**src/rtl/vm2002_change_dispenser.sv**
```systemverilog
// rtl/vm2002_change_dispenser.sv - greedy quarter/dime/nickel change payout with tube refill
// Optional eject-handshake watchdog enabled by defining VM_CHG_TIMEOUT_EN.
module vm2002_change_dispenser #(
  parameter int TUBE_MAX       = 15,
  parameter int TIMEOUT_CYCLES = 512
) (
  input  logic        clk,
  input  logic        hrst,
  input  logic        change_req,
  input  logic [15:0] change_amt,
  output logic        change_ack,
  output logic [1:0]  coin_out,
  output logic        coin_valid,
  input  logic        coin_taken,
  output logic        done,
  output logic        short,
  output logic [15:0] residue,
  output logic        busy,
  input  logic        refill_valid,
  input  logic [1:0]  refill_coin,
  input  logic [3:0]  refill_count,
  output logic        refill_err,
  output logic [3:0]  q_level,
  output logic [3:0]  d_level,
  output logic [3:0]  n_level
);

  typedef enum logic [1:0] {IDLE, SELECT, ISSUE, FINISH} state_t;

  state_t      state, state_nx;
  logic [15:0] rem;
  logic [1:0]  pick;
  logic        take;
  logic        timeout;
  logic [3:0]  refill_level;
  logic [4:0]  refill_sum;
  logic        refill_ovf;
  logic [3:0]  refill_new;
  logic        refill_go;

  function automatic logic [15:0] coin_value(input logic [1:0] c);
    case (c)
      2'b11:   coin_value = 16'd25;
      2'b10:   coin_value = 16'd10;
      2'b01:   coin_value = 16'd5;
      default: coin_value = 16'd0;
    endcase
  endfunction

  // Greedy pick: largest coin that fits the remaining balance and is in stock.
  always_comb begin
    pick = 2'b00;
    if (rem >= 16'd25 && q_level != 4'd0)      pick = 2'b11;
    else if (rem >= 16'd10 && d_level != 4'd0) pick = 2'b10;
    else if (rem >= 16'd5 && n_level != 4'd0)  pick = 2'b01;
  end

  assign take = (state == ISSUE) && coin_valid && coin_taken;
  assign busy = (state != IDLE);

`ifdef VM_CHG_TIMEOUT_EN
  logic [9:0] wd_cnt;

  always_ff @(posedge clk) begin
    if (hrst || state != ISSUE) wd_cnt <= 10'd0;
    else                        wd_cnt <= wd_cnt + 10'd1;
  end

  assign timeout = (state == ISSUE) && !coin_taken && (wd_cnt == 10'(TIMEOUT_CYCLES - 1));
`else
  assign timeout = 1'b0;
`endif

  always_comb begin
    refill_level = 4'd0;
    case (refill_coin)
      2'b11:   refill_level = q_level;
      2'b10:   refill_level = d_level;
      2'b01:   refill_level = n_level;
      default: refill_level = 4'd0;
    endcase
    refill_sum = {1'b0, refill_level} + {1'b0, refill_count};
    refill_ovf = (refill_sum > 5'(TUBE_MAX));
    refill_new = refill_ovf ? 4'(TUBE_MAX) : refill_sum[3:0];
    refill_go  = (state == IDLE) && !change_req && refill_valid &&
                 (refill_coin != 2'b00) && (refill_count != 4'd0);
  end

  always_ff @(posedge clk) begin
    if (hrst) state <= IDLE;
    else      state <= state_nx;
  end

  always_comb begin
    state_nx = state;
    case (state)
      IDLE:    if (change_req) state_nx = SELECT;
      SELECT:  state_nx = (pick != 2'b00) ? ISSUE : FINISH;
      ISSUE: begin
        if (take)         state_nx = SELECT;
        else if (timeout) state_nx = FINISH;
      end
      FINISH:  state_nx = IDLE;
      default: state_nx = IDLE;
    endcase
  end

  always_ff @(posedge clk) begin
    if (hrst) begin
      rem        <= 16'd0;
      change_ack <= 1'b0;
      coin_out   <= 2'b00;
      coin_valid <= 1'b0;
      done       <= 1'b0;
      short      <= 1'b0;
      residue    <= 16'd0;
      refill_err <= 1'b0;
      q_level    <= 4'd0;
      d_level    <= 4'd0;
      n_level    <= 4'd0;
    end else begin
      change_ack <= 1'b0;
      done       <= 1'b0;
      short      <= 1'b0;
      refill_err <= 1'b0;
      case (state)
        IDLE: begin
          if (change_req) begin
            rem        <= change_amt;
            change_ack <= 1'b1;
          end else if (refill_go) begin
            refill_err <= refill_ovf;
            case (refill_coin)
              2'b11:   q_level <= refill_new;
              2'b10:   d_level <= refill_new;
              default: n_level <= refill_new;
            endcase
          end
        end
        SELECT: begin
          if (pick != 2'b00) begin
            coin_out   <= pick;
            coin_valid <= 1'b1;
          end
        end
        ISSUE: begin
          if (take) begin
            coin_valid <= 1'b0;
            coin_out   <= 2'b00;
            rem        <= rem - coin_value(coin_out);
            case (coin_out)
              2'b11:   q_level <= q_level - 4'd1;
              2'b10:   d_level <= d_level - 4'd1;
              default: n_level <= n_level - 4'd1;
            endcase
          end else if (timeout) begin
            // Abandoned coin is never deducted: rem and levels stay as they are.
            coin_valid <= 1'b0;
            coin_out   <= 2'b00;
          end
        end
        FINISH: begin
          done    <= (rem == 16'd0);
          short   <= (rem != 16'd0);
          residue <= rem;
        end
        default: ;
      endcase
    end
  end

endmodule

```
**config.mk**
```make
export PLATFORM = sky130hd
export DESIGN_NAME = vm2002_change_dispenser
export DESIGN_NICKNAME = d
export VERILOG_FILES = /design/src/rtl/vm2002_change_dispenser.sv
export SDC_FILE = /design/constraint.sdc
export NUM_CORES = 1
export LEC_CHECK = 0
export ABC_AREA = 1
export CELL_PAD_IN_SITES_DETAIL_PLACEMENT = 0
export CELL_PAD_IN_SITES_GLOBAL_PLACEMENT = 2
export CORE_MARGIN = 4
export CORE_UTILIZATION = 28
export CTS_CLUSTER_SIZE = 14
export DETAILED_ROUTE_END_ITERATION = 8
export GPL_ROUTABILITY_DRIVEN = 0
export PLACE_DENSITY_LB_ADDON = 0.1
export RECOVER_POWER = 100
export SYNTH_ARGS = -nofsm -noshare
export SYNTH_HDL_FRONTEND = slang
export SYNTH_SLANG_ARGS = --single-unit
```
**constraint.sdc**
```tcl
create_clock -name clk -period 2.7 [get_ports clk]
set_input_delay 0.81 -clock clk [delete_from_list [all_inputs] [get_ports clk]]
set_output_delay 0.81 -clock clk [all_outputs]
set_load 0.1 [all_outputs]
```
### Word level (Yosys, flattened, before mapping)

Cells that the tools add are included.

* add/sub/neg operators: 5
* order comparisons: 4
* eq/ne operators: 20
* multiplexer cells: 41
* bitwise operators: 3
* reduce and logical (&&, ||, !) cells: 33

Operators by type and width (count)
* two-way mux 16 bit: 5
* two-way mux 4 bit: 16
* one-hot mux 16 bit (2 select lines): 1
* one-hot mux 4 bit (2 select lines): 3
* AND reduction 6 bit: 3
* >= comparator 16 x 3 -> 1 bit, second input constant: 1
* >= comparator 16 x 4 -> 1 bit, second input constant: 1
* >= comparator 16 x 5 -> 1 bit, second input constant: 1
* zero test 16 bit: 1
* nonzero test 16 bit: 1
* nonzero test 4 bit: 4
* subtractor 16 bit: 1
* one-hot mux 5 bit (3 select lines): 1
* != test 2 bit, second input constant: 7
* == test 2 bit, second input constant: 6
* two-way mux 2 bit: 6
* one-hot mux 4 bit (3 select lines): 1
* subtractor 4 x 1 -> 4 bit, second input constant: 3
* nonzero test 2 bit: 5
* logical AND 1 bit: 9
* != test 2 x 1 -> 1 bit, second input constant: 4
* one-hot mux 2 bit (4 select lines): 1
* OR reduction 2 bit: 4
* == test 2 x 1 -> 1 bit, second input constant: 3
* other kinds (11): 18

* flip-flop bits (word level): 53
* bits of input ports: 27
* output and inout port bits: 36
* logic and storage cells: 118

### Longest topological paths before layout

* depth in word-level cells: 9
* gate-level depth with buffers: 16
* gate-level depth less buffers: 16

### Worst setup path after synthesis

No wires, ideal clock.

* path kind: flip-flop to flip-flop
* from: register q_level[0]
* to: register d_level[2]
* library setup time: 0.070 ns
* data arrival time: 2.672 ns
* required time: 2.630 ns
* setup slack: -0.041 ns
* cell stages (with the launch flop): 13
* buffers on the path: 0
* clock period less this slack: 2.741 ns
* cells stage by stage: dfxtp_1 inv_1 o221ai_1 ha_1 inv_1 fa_1 inv_1 a21oi_1 o21bai_1 o21ai_0 nand2_1 o21ai_1 a21oi_1

* cells in the longest elaborated chain, start to end: 8

Ends and longest elaborated chain
* from (decl): line 23 `output logic [3:0] q_level,`
* from (signal assigned): line 134 `2'b11: q_level <= refill_new;`
* from (signal assigned): line 152 `2'b11: q_level <= q_level - 4'd1;`
* one-hot mux 4 bit (3 select lines) (*): line 76 `case (refill_coin)`
* adder 4 x 4 -> 5 bit (*): line 82 `refill_sum = {1'b0, refill_level} + {1'b0, refill_count};`
* greater-than comparator 5 x 4 -> 1 bit: line 83 `refill_ovf = (refill_sum > 5'(TUBE_MAX));`
* two-way mux 4 bit (*): line 84 `refill_new = refill_ovf ? 4'(TUBE_MAX) : refill_sum[3:0];`
* two-way mux 4 bit (*): line 133 `case (refill_coin)`
* two-way mux 4 bit (*): line 131 `end else if (refill_go) begin`
* two-way mux 4 bit (*): line 128 `if (change_req) begin`
* one-hot mux 4 bit (2 select lines) (*): line 126 `case (state)`
* to (signal assigned): line 135 `2'b10: d_level <= refill_new;`
* to (signal assigned): line 153 `2'b10: d_level <= d_level - 4'd1;`
* to (decl): line 24 `output logic [3:0] d_level,`

Every way passes the cells marked *; elsewhere a longest branch is shown, timed or not. The select of a mux whose other input is x is not followed.
A chain may end at the register's enable or synchronous reset.

### Final worst setup path

* from: input refill_count[0]
* to: register q_level[2]

* cells in the longest elaborated chain, start to end: 7
* elaborated cells on any way between the ends: 11
* those cells by class: 1 x add/sub; 1 x order compare; 1 x eq/ne; 5 x mux; 3 x reduce/logical

Ends and longest elaborated chain
* from (decl): line 21 `input logic [3:0] refill_count,`
* adder 4 x 4 -> 5 bit: line 82
* greater-than comparator 5 x 4 -> 1 bit: line 83
* two-way mux 4 bit: line 84
* two-way mux 4 bit: line 133
* two-way mux 4 bit: line 131
* two-way mux 4 bit: line 128
* one-hot mux 4 bit (2 select lines): line 126

Several ways; a longest one is shown, not always the timed one. The select of a mux whose other input is x is not followed.

==> flow_summary.toml <==
[outcome]
outcome = "completed"

[synth]
yosysTopAreaCellShare = 0.3252
synth.distinct_cells = 35
yosysTopAreaCell = "dfxtp_1"
async_reset_ff_frac = 0
syn_nets = 541
ys.warnings.count = 0
synth_area_per_cell_um2 = 6.526
ys_seq_area_frac = 0.3252
synth_edf_count = 0
ys_top_cells_by_area = "dfxtp_1, nand2_1, nor2_1"
syn-cell-area_um2 = 3263
ys_ff_latch = 53
synthTopCellsByCount = "nand2_1, nor2_1, inv_1"
syn_inst = 500
yosysMostFrequentCell = "nand2_1"
synth_top_flop_cell = "dfxtp_1"

[timing]
setup_viol = 0
slew_violations = 0
rsz0062_at_grt = "false"
fmax_ghz = 0.3959
final_hold_viol_count = 0
max_slew_margin = 0.2055
tightest_slew_ns = 1.197
skew_ns = 0.007572
fin_crit_ns = 2.526
period_share = 0.9354

[global_routing]
track_usage = 0.1641
gr-usage-met2 = 0.2796
grt_pass1_vias = 3307
grt_overflow_total = 0
grt_busiest_layer = "met2"
antenna_found_initial = 0
grt_pass1_wl_mm = 17.08
met3_usage = 0.02715
grt_max_degree = 34
met1_usage = 0.2150

[routing]
drc = 0
wl_per_cell_um = 14.73
routed_via_density = 4.686
ant_nets = 0
first_pass_iters = 4
totalWireLength_mm = 10.63
drt_iter0_drc = 128
vias = 3383

[finish]
drive_gt1_frac = 0.1157
antenna_cells = 0
fillers = 1291
fin_area_um2 = 4114
area_growth_syn_to_layout_pct = 26.07
nets = 619

[cts]
cts_tree = "built"
cts_root_buffer = "clkbuf_16"
holdBufCountCts = 0
clockBufferDepth = 2
cts_num_sinks = 53
clk_latency_ns = 0.31
clkTransAtPathRegs_ns = 0.07
htreeDepth = 2
numCtsBuffers = 5

[placement]
hpwl_mm = 8.136
place_area_um2 = 4070
port_buffers = 62

[setup_path]
critPathLaunch = "refill_count[0]"
endpoint_kind = "register"
critical_path_class = "in2reg"
reg2reg_slack_ns = 0.26
cp-start-kind = "input port"
timing.rr.end = "rem[7]"
cp-endpoint = "q_level[2]"
ff2ff_path_depth = 11
critPathRequiredTime_ns = 2.90
rr_startpoint = "coin_out[1]"
cp_data_arrival_time_ns = 2.72
worstPathMaxFanout = 3

[pwr]
vdd_drop_max_mv = 0.5017
total_leakage_power_uw = 0.001845
power_density_nw_per_um2 = 1259
p_total_uw = 5181

[floorplanning]
start_util = 0.2858
num_rows = 39
core_area_um2 = 11420
fp.dieW_um = 116.0
dieArea_um2 = 13450
die_h_um = 116.0
io_pins = 63

[run]
drv_cap = 0

[hold_path]
hp-class = "reg2reg"
==> power by group <==
part	switching, µW	internal (µW)	leakage, µW
logic	2480	860	0.00134
registers	195	979	0.000433
clock network	323	347	0.0000712
==> layout make-up <==
class	count	area, µm²	area share
multi-input cells	365	1907	0.4635
flip-flops and latches	53	1064	0.2585
repair buffers	87	574.3	0.1396
inverters	66	247.7	0.06022
well taps	143	178.9	0.04349
clock buffers	6	128.9	0.03133
clock inverters	2	13.76	0.003345
==> per-layer routing <==
layer  part of all wire  wire [µm]
met2               0.48       5082
met1               0.48       5052
met4              0.012        125
met3              0.035        372
met5                  0          0
==> through the flow <==
step	worst slack (ns)	setup TNS, ns	util	hold WS (ns)	cells
after CTS	0.01451	0	0.3699	0.4891	719
after global placement	-0.5189	-7.474	0.3565	0.4649	711
final	0.1744	0	0.3603	0.4833	722
after detailed placement	-0.5384	-8.220	0.3565	0.4785	711
after global routing	0.01554	0	0.3603	0.5163	722
after floorplan	0.1199	0	-	0.4621	500
==> registers in the layout, summed over array words and instances, names as in the netlist <==
name / count
change_ack: 1
short: 1
n_level: 4
d_level: 4
rem: 16
done: 1
coin_out: 2
state: 2
residue: 16
q_level: 4
coin_valid: 1
refill_err: 1
==> worst max-delay path, stage by stage <==
cell	delay (ns)
clkdlybuf4s50_1	0.49
ha_1	0.17
inv_1	0.06
fa_1	0.38
buf_4	0.15
xnor2_1	0.11
o21ai_0	0.17
buf_4	0.15
nand2_1	0.05
o21ai_1	0.13
a21oi_1	0.06
==> cells in the final DEF (no fill, tap or decap), drive strengths merged <==
cell type	synthesis	final
o221ai	3	3
or2	1	1
clkdlybuf4s50	0	23
clkbuf	7	47
xnor2	1	1
nand3	38	38
xor2	3	3
ha	12	12
nand4	10	10
a211oi	5	5
o22ai	2	2
buf	9	22
a21oi	46	46
a221oi	2	2
nand2	108	108
o21a	1	1
o21bai	1	1
clkinv	0	1
nor4	1	1
nor2	82	82
fa	2	2
dfxtp	53	53
o211ai	2	2
inv	66	67
dlygate4sd3	0	1
nor3	3	3
o21ai	42	42
==> cells by family after synthesis <==
family	after synthesis	synth area share
adder cells (fa/ha/maj)	14	0.05828
XOR/XNOR	4	0.01074
AO/OA/AOI/OAI	104	0.1818
flip-flops	53	0.3252
AND/OR/NAND/NOR	243	0.3267
buffers and inverters	82	0.09739
==> timing repair <==
item / CTS / global route
endpoints found under the setup margin: 13 / 20
resized for setup: 9 / 10
pin swaps: 2 / 5
hold endpoints to repair: 0 / 0
buffers inserted: 0 / 3
==> worst min path at each step <==
stage          slack (ns)        start  cells after the start          end
3_3_place_gp         0.46   residue[7]                      2   residue[7]
6_report             0.48  residue[12]                      2  residue[12]
5_1_grt              0.52   residue[7]                      2   residue[7]
3_5_place_dp         0.48  residue[12]                      2  residue[12]
2_1_floorplan        0.46       rem[9]                      2       rem[9]
4_1_cts              0.49   coin_valid                      2   coin_valid
(Power assumes the default switching activity.)
